File: src/rtl/pic32_spi_slave.sv
// SPI mode-0 slave bridging the PIC32 link onto a byte-wide register bus,
// with auto-incrementing burst access and a level interrupt line back to the PIC32.
module pic32_spi_slave #(
  parameter int         SYNC_STAGES = 2,
  parameter logic [6:0] IRQ_ADDR    = 7'h00
) (
  input  logic       clk,
  input  logic       reset,
  input  logic       spi_sck,
  input  logic       spi_cs_n,
  input  logic       spi_mosi,
  output logic       spi_miso,
  output logic       spi_miso_oe,
  output logic       sint,
  output logic [6:0] reg_addr,
  output logic       reg_read,
  input  logic [7:0] reg_rdata,
  output logic       reg_write,
  output logic [7:0] reg_wdata,
  input  logic       irq_set
);

  typedef enum logic [1:0] {IDLE, CMD, DATA} state_t;

  state_t state, state_nxt;

  logic [SYNC_STAGES-1:0] sck_sr, cs_sr, mosi_sr, vld_sr;
  logic                   sck_sync, cs_sync, mosi_sync, vld_sync;
  logic                   sck_d, cs_d, armed;
  logic                   sck_rise, sck_fall, cs_rise, cs_fall, frame_abort;

  logic [6:0] rx_sr;
  logic [7:0] rx_byte;
  logic [7:0] tx_sr;
  logic [2:0] bit_cnt;
  logic       rw;
  logic       rd_vld_p1;

  logic byte_done, cmd_done, data_done;
  logic rd_req, wr_req, shift_rx, shift_tx;

  // Stage p0: input synchronisers and edge detection
  // CS resets to inactive and is only trusted once a real high level has been
  // seen, so a frame already running when reset lifts is ignored.
  always_ff @(posedge clk or posedge reset) begin
    if (reset) begin
      sck_sr  <= '0;
      cs_sr   <= '1;
      mosi_sr <= '0;
      vld_sr  <= '0;
      sck_d   <= 1'b0;
      cs_d    <= 1'b1;
      armed   <= 1'b0;
    end else begin
      sck_sr  <= {sck_sr[SYNC_STAGES-2:0], spi_sck};
      cs_sr   <= {cs_sr[SYNC_STAGES-2:0], spi_cs_n};
      mosi_sr <= {mosi_sr[SYNC_STAGES-2:0], spi_mosi};
      vld_sr  <= {vld_sr[SYNC_STAGES-2:0], 1'b1};
      sck_d   <= sck_sync;
      cs_d    <= cs_sync;
      if (vld_sync && cs_sync)
        armed <= 1'b1;
    end
  end

  assign sck_sync  = sck_sr[SYNC_STAGES-1];
  assign cs_sync   = cs_sr[SYNC_STAGES-1];
  assign mosi_sync = mosi_sr[SYNC_STAGES-1];
  assign vld_sync  = vld_sr[SYNC_STAGES-1];

  assign sck_rise    = sck_sync & ~sck_d;
  assign sck_fall    = ~sck_sync & sck_d;
  assign cs_rise     = cs_sync & ~cs_d;
  assign cs_fall     = armed & ~cs_sync & cs_d;
  assign frame_abort = cs_rise | cs_fall;

  assign rx_byte   = {rx_sr, mosi_sync};
  assign byte_done = sck_rise && (bit_cnt == 3'd7) && !frame_abort;
  assign cmd_done  = (state == CMD) && byte_done;
  assign data_done = (state == DATA) && byte_done;

  always_ff @(posedge clk or posedge reset) begin
    if (reset)
      state <= IDLE;
    else
      state <= state_nxt;
  end

  always_comb begin
    state_nxt = state;
    if (cs_rise)
      state_nxt = IDLE;
    else if (cs_fall)
      state_nxt = CMD;
    else if (cmd_done)
      state_nxt = DATA;
  end

  always_comb begin
    rd_req      = 1'b0;
    wr_req      = 1'b0;
    shift_rx    = 1'b0;
    shift_tx    = 1'b0;
    spi_miso    = 1'b0;
    spi_miso_oe = ~cs_sync;
    case (state)
      CMD: begin
        shift_rx = sck_rise && !frame_abort;
        rd_req   = cmd_done && rx_byte[7];
      end
      DATA: begin
        shift_rx = sck_rise && !frame_abort;
        shift_tx = sck_fall && (bit_cnt != 3'd0) && !frame_abort;
        rd_req   = data_done && rw;
        wr_req   = data_done && !rw;
        spi_miso = rw ? tx_sr[7] : 1'b0;
      end
      default: ;
    endcase
  end

  // Stage p1: byte assembly, bus strobes and the read-data return path
  // Read data arrives one clk after reg_read and is captured while still in DATA.
  always_ff @(posedge clk or posedge reset) begin
    if (reset) begin
      rx_sr     <= '0;
      tx_sr     <= '0;
      bit_cnt   <= '0;
      rw        <= 1'b0;
      rd_vld_p1 <= 1'b0;
      reg_read  <= 1'b0;
      reg_write <= 1'b0;
      reg_wdata <= '0;
    end else begin
      reg_read  <= rd_req;
      reg_write <= wr_req;
      rd_vld_p1 <= reg_read;
      if (wr_req)
        reg_wdata <= rx_byte;
      if (frame_abort) begin
        rx_sr   <= '0;
        tx_sr   <= '0;
        bit_cnt <= '0;
        rw      <= 1'b0;
      end else begin
        if (shift_rx) begin
          rx_sr   <= rx_byte[6:0];
          bit_cnt <= bit_cnt + 3'd1;
        end
        if (cmd_done)
          rw <= rx_byte[7];
        if (rd_vld_p1 && (state == DATA))
          tx_sr <= reg_rdata;
        else if (shift_tx)
          tx_sr <= {tx_sr[6:0], 1'b0};
      end
    end
  end

  // Reads advance the address before the prefetch strobe; writes advance it after.
  always_ff @(posedge clk or posedge reset) begin
    if (reset)
      reg_addr <= '0;
    else if (cmd_done)
      reg_addr <= rx_byte[6:0];
    else if (data_done && rw)
      reg_addr <= reg_addr + 7'd1;
    else if (reg_write)
      reg_addr <= reg_addr + 7'd1;
  end

  always_ff @(posedge clk or posedge reset) begin
    if (reset)
      sint <= 1'b0;
    else if (irq_set)
      sint <= 1'b1;
    else if (reg_read && (reg_addr == IRQ_ADDR))
      sint <= 1'b0;
  end

endmodule
File: config.mk
export PLATFORM = sky130hd
export DESIGN_NAME = pic32_spi_slave
export DESIGN_NICKNAME = d
export VERILOG_FILES = /design/src/rtl/pic32_spi_slave.sv
export SDC_FILE = /design/constraint.sdc
export NUM_CORES = 1
export LEC_CHECK = 0
export CORE_MARGIN = 2
export CORE_UTILIZATION = 57
export DETAILED_ROUTE_END_ITERATION = 8
export MAX_ROUTING_LAYER = met4
export PLACE_DENSITY = 0.86
export SLEW_MARGIN = 10
export SYNTH_ARGS = -nofsm -noshare
export SYNTH_HDL_FRONTEND = slang
export SYNTH_SLANG_ARGS = --single-unit
export TNS_END_PERCENT = 30
File: constraint.sdc
create_clock -name clk -period 2.5 [get_ports clk]
set_input_delay 0.5 -clock clk [delete_from_list [all_inputs] [get_ports clk]]
set_output_delay 0.5 -clock clk [all_outputs]
set_load 0.01 [all_outputs]
Word-level counts from Yosys, hierarchy flattened
Cells that the tools add are included.
{"block": "word_totals", "wordCells": 80, "ff_bits": 51, "input_bits": 14, "output_inout_bits": 20}
{"block": "classes", "reduce_logical": 24, "add_sub_neg": 2, "n_mux": 23, "bitwise_logic": 10, "eq_ne": 3}
{"op": "2-to-1 mux 7 bit", "n": 5}
{"op": "2-to-1 mux 8 bit", "n": 3}
{"op": "logical AND 1 bit", "n": 13}
{"op": "nonzero test 3 bit", "n": 4}
{"op": "2-to-1 mux 1 bit", "n": 9}
{"op": "adder 7 x 1 -> 7 bit, second input constant", "n": 1}
{"op": "zero test 7 bit", "n": 1}
{"op": "2-to-1 mux 2 bit", "n": 3}
{"op": "2-to-1 mux 3 bit", "n": 2}
{"op": "nonzero test 2 bit", "n": 3}
{"op": "bitwise AND 1 bit", "n": 5}
{"op": "inverter 1 bit", "n": 4}
{"op": "adder 3 x 1 -> 3 bit, second input constant", "n": 1}
{"op": "equality test 3 bit, second input constant", "n": 1}
{"op": "equality test 2 x 1 -> 1 bit, second input constant", "n": 1}
{"op": "equality test 2 bit, second input constant", "n": 1}
{"op": "zero test 1 bit", "n": 2}
{"op": "one-hot mux 1 bit (2 select lines)", "n": 1}
{"op": "OR reduction 2 bit", "n": 1}
{"op": "bitwise OR 1 bit", "n": 1}

Longest topological paths before layout
Gate-level depths: netlist of run 1.
{"block": "logic_depth", "depth_word": 10, "depth_mapped": 7, "ltp_nobuf": 6}

Worst setup path before layout of run 1
No wires, ideal clock.
{"block": "synth_path", "kind": "reg2reg", "from": "register bit_cnt[0]", "to": "register reg_wdata[0]", "path_stages_with_launch": 8, "t_required_ns": 2.372, "slack_ns": 0.785, "setup_ns": 0.128, "path_buffers": 1, "t_arrival_ns": 1.588, "cell_sequence": "dfrtp_1 ha_1 ha_1 and3b_2 nand3_2 nor3b_2 buf_4 mux2_1"}
{"block": "synth_between", "elab_chain_cells": 6}
{"item": "start, declared", "line": "35", "source": "logic [2:0] bit_cnt;"}
{"item": "start signal, assigned", "line": "148", "source": "bit_cnt <= bit_cnt + 3'd1;"}
{"item": "equality test 3 bit", "line": "78", "source": "assign byte_done = sck_rise && (bit_cnt == 3'd7) && !frame_abort;"}
{"item": "logical AND 1 bit (2 in a row)", "line": "78"}
{"item": "logical AND 1 bit", "line": "80", "source": "assign data_done = (state == DATA) && byte_done;"}
{"item": "logical AND 1 bit", "line": "115", "source": "wr_req = data_done && !rw;"}
{"item": "2-to-1 mux 1 bit", "line": "106", "source": "case (state)"}
{"item": "via wr_req", "line": "40", "source": "logic rd_req, wr_req, shift_rx, shift_tx;"}
{"item": "end signal, assigned", "line": "139", "source": "reg_wdata <= rx_byte;"}
{"item": "end, declared", "line": "19", "source": "output logic [7:0] reg_wdata,"}
The timed path passes the listed nets, and every way through them passes these cells.
A chain may end at the register's enable or synchronous reset.

Worst setup path in the final report of run 1
{"block": "layout_path", "from": "register state[0]", "to": "output port spi_miso"}
{"block": "layout_between", "elab_chain_cells": 2}
{"item": "start, declared", "line": "25", "source": "state_t state, state_nxt;"}
{"item": "start signal, assigned", "line": "86", "source": "state <= state_nxt;"}
{"item": "equality test 2 bit", "line": "106"}
{"item": "2-to-1 mux 1 bit", "line": "106"}
{"item": "end, declared", "line": "12", "source": "output logic spi_miso,"}
No other way between the ends.

==> run_results.csv, run 1 <==
group,metric,value,unit
status,status,"finished, final reports clean",
sta,period_share,91.2,%
worst_setup_path,path_depth,4,
detailed_routing,wl_met2,2190,microns
floorplanning,die_x,66.9,microns
finish,final_cell_mix,"dfrtp_1, clkdlybuf4s50_1, nor2_1, mux2i_1",
worst_setup_path,crit_family,"buffers and inverters",
sta,tightest_slew,510,ps
finish,final_cell_count_no_fill,268,
power_and_ir_drop,p_per_area,580,nW/um^2
global_route,grt.overflow.total,0,
detailed_routing,antenna_left,0,
floorplanning,die_area,4480,sq um
finish,register_area,1280,sq um
finish,syn_to_final_growth,23.2,%
synthesis,syn_nets,203,
detailed_routing,drc,0,
finish,drive_gt1_share,14.1,%
worst_setup_path,reg2reg_slack,570,ps
place,gp_congestion,0.892,
synthesis,synth_area_leader_cell,"dfrtp_1",
synthesis,yosysUniqueCellTypes,45,
min_path,min_path_type,"reg2reg",
global_route,grt_pass1_vias,1597,
global_route,antenna_found_initial,0,
sta,slew_viol_final,0,
detailed_routing,vias,1491,
worst_setup_path,rr_worst_depth,7,
power_and_ir_drop,p_leak,0.00122,uW
finish,diodes,0,
synthesis,synthArstFlopShare,100,%
global_route,grt_usage,22.5,%
clock_tree,cts_root_buf,"clkbuf_8",
clock_tree,holdBufCountCts,0,
synthesis,ys_top_cells_by_area,"dfrtp_1, mux2i_1, mux2_1",
worst_setup_path,crit_type,"reg2out",
worst_setup_path,cp.arrival,1780,ps
synthesis,avgSynthCellArea,12.4,sq um
detailed_routing,routed-wl-met3,190,microns
finish,fillCellCount,255,
worst_setup_path,cp_num_buf_inv,2,
worst_setup_path,crit_path_start_kind,"flip-flop",
clock_tree,ctsResizeCount,0,
clock_tree,post_cts_buffers,0,
floorplanning,die_h,66.9,microns
clock_tree,insertion_delay,310,ps
floorplanning,core_area,3740,sq um
sta,fin_skew,4.90,ps
finish,multi_input_area,910,sq um
worst_setup_path,cp_max_fo,7,
sta,finalCriticalPeriod,2280,ps
floorplanning,start_util,60.3,%
clock_tree,clk_pin_slew,90,ps
sta,setup_viol_count_final,0,
detailed_routing,drt_wl_total,4210,microns
floorplanning,fp-row-count,22,
clock_tree,clock_sink_count,51,
detailed_routing,routed.top_layer,"met4",
detailed_routing,drtPass1Iterations,4,
synthesis,yosys_most_used_dff,"dfrtp_1",
worst_setup_path,cp_data_required_time,2000,ps
sta,setup_tns,0,ps
worst_setup_path,critPathMaxStageDelay,530,ps
run,cap_violations,0,
synthesis,ys_seq_area_share,56.7,%
worst_setup_path,r2r_end,"reg_wdata[7]$_DFFE_PP0P_",
power_and_ir_drop,ir_drop,0.419,mV
detailed_routing,met1_length,1770,microns
detailed_routing,vias_per_cell,5.56,
global_route,grt_max_degree,28,
synthesis,yosys_warnings,0,
detailed_routing,drt_first_iter_violations,50,
finish,final_common_cell,"dfrtp_1",
sta,final-hold-violation-count,0,
synthesis,synth_top_area_share,53.2,%
finish,layout.nets,240,
worst_setup_path,rr_startpoint,"bit_cnt[0]$_DFFE_PP0P_",
worst_setup_path,crit_path_end_kind,"output port",
sta,grt_setup_unrepaired,"false",
synthesis,synthCells,182,
global_route,grt_first_pass_wirelength,7250,microns
worst_setup_path,cp-endpoint,"spi_miso",
place,io_buffers,33,
worst_setup_path,crit_path_start,"state[0]$_DFFE_PP0P_",
sta,slew_headroom,66.0,%
sta,fmax,439,MHz
detailed_routing,wl_per_cell,15.7,microns
floorplanning,io_pins,34,
synthesis,synth_edf_count,0,
clock_tree,tritoncts,"yes",
synthesis,synth_area,2260,sq um
clock_tree,htreeDepth,2,
clock_tree,cts_buffer_depth,2,
worst_setup_path,cpMaxStageDelayCell,"clkdlybuf4s50_1",
worst_setup_path,cp_cell_sequence,"inv_1 -> ha_1 -> and3_2 -> clkdlybuf4s50_1",
synthesis,ys_seq_elements,51,
place,dp.cells,260,
place,hpwl,3030,microns
clock_tree,cts_made_buffers,5,
-- cell usage after synthesis, types with 2 or more instances --
cell type and number:
a21o_1 2, nor3b_1 2, buf_4 3, a21oi_1 3, nand3_1 4, a211oi_2 2
xor2_1 2, a211oi_1 5, mux2_1 8, o21ai_0 8, dfrtp_1 48, xnor2_1 4
nor2_1 19, nand2_1 7, inv_1 8, nand2_2 2, a22oi_1 5, ha_1 7
mux2i_1 15, dfstp_2 3
-- metal layers --
layer	GRT usage (%)	up-vias
met3	5.41	6
met5	-	-
li1	-	713
met4	7.40	0
met2	38.0	36
met1	26.7	736
-- kinds of logic (layout without fill, tap and decap cells) --
logic type                 Yosys count  count (layout)  synth area share, %
muxes                               23              23                 10.6
DFF                                 51              51                 56.7
buffers and inverters               14              52                 3.21
adders and majority gates            7               7                 3.88
and+or+nand+nor                     49              49                 12.7
other                                1               1                0.166
AOI/OAI and AO/OA                   31              31                 10.4
xor gates and xnor gates             6               6                 2.33
-- power by group --
part	leakage [uW]	switching (uW)	internal [uW]	total [uW]
sequential	0.000672	11.8	840	852
combinational	0.000484	50.4	42.9	93.3
clock	0.0000644	269	399	668
total	0.00122	332	1280	1610
-- metrics by stage --
step | power, uW | cell area (sq um) | setup WS, ps | hold WS [ps] | util [%]
finish | 1610 | 2780 | 220 | 359 | 74.3
global route | 1660 | 2780 | 129 | 367 | 74.3
CTS | 1630 | 2780 | 205 | 362 | 74.3
detailed placement | 963 | 2650 | 549 | 341 | 70.7
global placement | 958 | 2650 | 576 | 332 | 70.7
floorplan | 921 | 2260 | 775 | 331 | -
-- area by class of cell --
| class | count | area share, % |
|---|---|---|
| clock buffer | 5 | 2.47 |
| multi-input combinational | 117 | 32.7 |
| inverter | 8 | 1.08 |
| timing repair buffer | 36 | 13.1 |
| sequential | 51 | 46.0 |
| tap | 48 | 2.16 |
| clock inverter | 3 | 2.43 |
-- worst min path at each step --
stage / startpoint / end / slack (ps) / cells past startpoint
2_1_floorplan: mosi_sr[0]$_DFF_PP0_ / mosi_sr[1]$_DFF_PP0_ / 330 / 0
3_3_place_gp: vld_sr[0]$_DFF_PP0_ / vld_sr[1]$_DFF_PP0_ / 330 / 0
3_5_place_dp: mosi_sr[0]$_DFF_PP0_ / mosi_sr[1]$_DFF_PP0_ / 340 / 0
4_1_cts: cs_sr[0]$_DFF_PP1_ / cs_sr[1]$_DFF_PP1_ / 360 / 0
5_1_grt: vld_sr[0]$_DFF_PP0_ / vld_sr[1]$_DFF_PP0_ / 370 / 0
6_report: vld_sr[0]$_DFF_PP0_ / vld_sr[1]$_DFF_PP0_ / 360 / 0
-- state kept, by name, indices dropped and copies added (netlist names), 2 cells and up --
register / cells
reg_addr: 7
bit_cnt: 3
cs_sr: 2
state: 2
rx_sr: 7
sck_sr: 2
reg_wdata: 8
tx_sr: 8
mosi_sr: 2
vld_sr: 2
Power figures use the tool's default switching activity.
==> inputs of run 2 (changes only) <==
ABC_AREA = 1   (was default)
CORE_UTILIZATION = 60   (was 57)
DONT_BUFFER_PORTS = 1   (was default)
PLACE_DENSITY = 0.78   (was 0.86)
==> run 2 against run 1 <==
  * Sequential share of layout area up 4.1 points
  * Non-clock buffer count down 34
  * Die area up 0.73%
  * Routed wire length up 4.5%
  * Critical path type unchanged
  * Critical endpoint unchanged
  * Largest power group unchanged
==> run_results.csv, run 2 <==
group,metric,value,unit
status,status,"finished, final reports clean",
synthesis,synth-xor-area-share,1.10,%
clock_tree,tritoncts,"yes",
detailed_routing,antenna_left,0,
clock_tree,insertion_delay,310,ps
power_and_ir_drop,pwr-share-comb,5.1,%
global_route,grt.overflow.total,0,
sta,final-hold-violation-count,0,
power_and_ir_drop,p_clk_share,41.8,%
synthesis,syn_nets,278,
detailed_routing,drt_wl_total,4400,microns
synthesis,synth_most_common_cell,"nand2_1",
min_path,min_path_type,"in2async",
global_route,antenna_found_initial,0,
clock_tree,htreeDepth,2,
finish,fillCellCount,304,
sta,slew_headroom,64.7,%
finish,layout.nets,279,
floorplanning,io_pins,34,
floorplanning,die_area,4510,sq um
synthesis,ys_top_cells_by_count,"nand2_1, dfrtp_1, inv_1, nand4_1, a21oi_1",
clock_tree,cts_buffer_depth,2,
place,placed_area,2420,sq um
clock_tree,ctsResizeCount,0,
power_and_ir_drop,pwr-share-seq,53.1,%
sta,grt_setup_unrepaired,"false",
sta,finalCriticalPeriod,1900,ps
clock_tree,cts_root_buf,"clkbuf_8",
worst_setup_path,rr_startpoint,"cs_sr[1]$_DFF_PP1_",
clock_tree,cts_made_buffers,5,
synthesis,synth_area,2390,sq um
finish,drive_gt1_share,12.0,%
sta,setup_tns,0,ps
worst_setup_path,crit_path_end_kind,"output port",
power_and_ir_drop,ir_drop,0.447,mV
synthesis,ys_top_cells_by_area,"dfrtp_1, nand2_1, nand4_1",
finish,design_area,2550,sq um
synthesis,synth_area_leader_cell,"dfrtp_1",
run,cap_violations,0,
global_route,grt_max_degree,28,
synthesis,yosys_warnings,0,
floorplanning,start_util,64.0,%
synthesis,synth_edf_count,0,
finish,syn_to_final_growth,6.69,%
worst_setup_path,rr_worst_depth,9,
detailed_routing,drtPass1Iterations,4,
synthesis,ys_seq_area_share,53.4,%
synthesis,yosys.area_share.simple,23.5,%
clock_tree,clk_pin_slew,90,ps
power_and_ir_drop,switching_share,21.6,%
power_and_ir_drop,power_switching,348,uW
global_route,grt_usage,23.0,%
worst_setup_path,r2r_end,"reg_addr[2]$_DFFE_PP0P_",
detailed_routing,vias_per_cell,5.54,
synthesis,synthArstFlopShare,100,%
clock_tree,post_cts_buffers,0,
synthesis,yosysUniqueCellTypes,31,
finish,diodes,0,
worst_setup_path,cp_max_fo,4,
synthesis,synth.area.mux_share,0,%
worst_setup_path,crit_path_start_kind,"flip-flop",
detailed_routing,wl_per_cell,14.3,microns
detailed_routing,vias,1702,
place,io_buffers,0,
power_and_ir_drop,p_per_area,630,nW/um^2
finish,final_cell_mix,"nand2_1, dfrtp_1, inv_1, nand4_1, a21oi_1",
detailed_routing,drt_first_iter_violations,132,
clock_tree,clock_sink_count,51,
synthesis,synth_fa_ha_area_share,3.66,%
floorplanning,fp-row-count,22,
synthesis,synth_top_family_by_area,"simple AND/OR/NAND/NOR gates",
global_route,grt_pass1_vias,1657,
floorplanning,die_h,67.2,microns
clock_tree,holdBufCountCts,0,
detailed_routing,drc,0,
synthesis,synth_top_area_share,50.2,%
global_route,grt_first_pass_wirelength,7460,microns
sta,slew_viol_final,0,
sta,tightest_slew,528,ps
power_and_ir_drop,p_leak,0.00121,uW
worst_setup_path,cp.arrival,1400,ps
finish,final_common_cell,"nand2_1",
synthesis,synth_compound_area_share,11.1,%
sta,period_share,76.2,%
worst_setup_path,reg2reg_slack,770,ps
floorplanning,die_x,67.2,microns
sta,fin_skew,11.5,ps
sta,setup_viol_count_final,0,
worst_setup_path,crit_type,"reg2out",
synthesis,yosys_most_used_dff,"dfrtp_1",
synthesis,avgSynthCellArea,9.32,sq um
synthesis,synthCells,257,
finish,top_regs,"reg_wdata (8), tx_sr (8)",
synthesis,ys_seq_elements,51,
worst_setup_path,cp_data_required_time,2000,ps
power_and_ir_drop,internal_power,1260,uW
place,gp_congestion,0.821,
sta,fmax,525,MHz
place,hpwl,3100,microns
floorplanning,core_area,3740,sq um
## run 2: how the worst max path moves through the flow
stage,slack (ps),start,endpoint
6_report,600,state[0]$_DFFE_PP0P_,spi_miso
5_1_grt,510,state[0]$_DFFE_PP0P_,spi_miso
4_1_cts,590,state[0]$_DFFE_PP0P_,spi_miso
3_5_place_dp,800,bit_cnt[0]$_DFFE_PP0P_,reg_wdata[7]$_DFFE_PP0P_
3_3_place_gp,870,cs_sr[1]$_DFF_PP1_,reg_wdata[7]$_DFFE_PP0P_
2_1_floorplan,780,reset,armed$_DFFE_PP0P_
## run 2: area by class of cell
type,count,area (sq um),area share (%)
clock buffers,5,68.8,2.69
multi-input cells,170,946,37.0
inverters,28,105,4.11
well taps,48,60.1,2.35
repair buffers,2,27.5,1.08
clock inverters,3,67.6,2.64
flip-flops and latches,51,1280,50.1
## run 2: critical path, cell delays in order, from the launching register on
cell	delay, ps
dfrtp_1	400
inv_1	90
ha_1	290
nand2_1	120
nor2_1	200
## run 2: layer usage
layer | GRT usage (%) | wire length [microns] | share of wire, %
met5 | - | 0 | 0
met4 | 8.93 | 60 | 1.4
met3 | 6.33 | 243 | 5.5
met2 | 33.0 | 2050 | 47
met1 | 31.3 | 2040 | 46
## run 2: cell families (layout without fill, tap and decap cells)
group | Yosys count | after routing
buf+inv | 36 | 38
compound gates | 46 | 46
simple gates | 113 | 113
other cells | 1 | 1
flops | 51 | 51
fa+ha+maj | 7 | 7
xor+xnor | 3 | 3
## run 2: through the flow
step / util (%) / setup slack, ps / hold WS, ps / power, uW / instances
floorplan: - / 775 / 331 / 937 / 257
global placement: 64.6 / 871 / 332 / 953 / 299
detailed placement: 64.6 / 800 / 335 / 955 / 299
CTS: 68.2 / 589 / 129 / 1620 / 307
global route: 68.2 / 507 / 141 / 1670 / 307
finish: 68.2 / 596 / 102 / 1610 / 307
## run 2: power groups by stage
stage	registers, uW	clock network (uW)	logic [uW]
floorplan	868	0	68.5
global placement	871	0	81.4
detailed placement	872	0	82.8
CTS	856	684	83.8
global route	859	719	93.9
finish	856	673	82.2
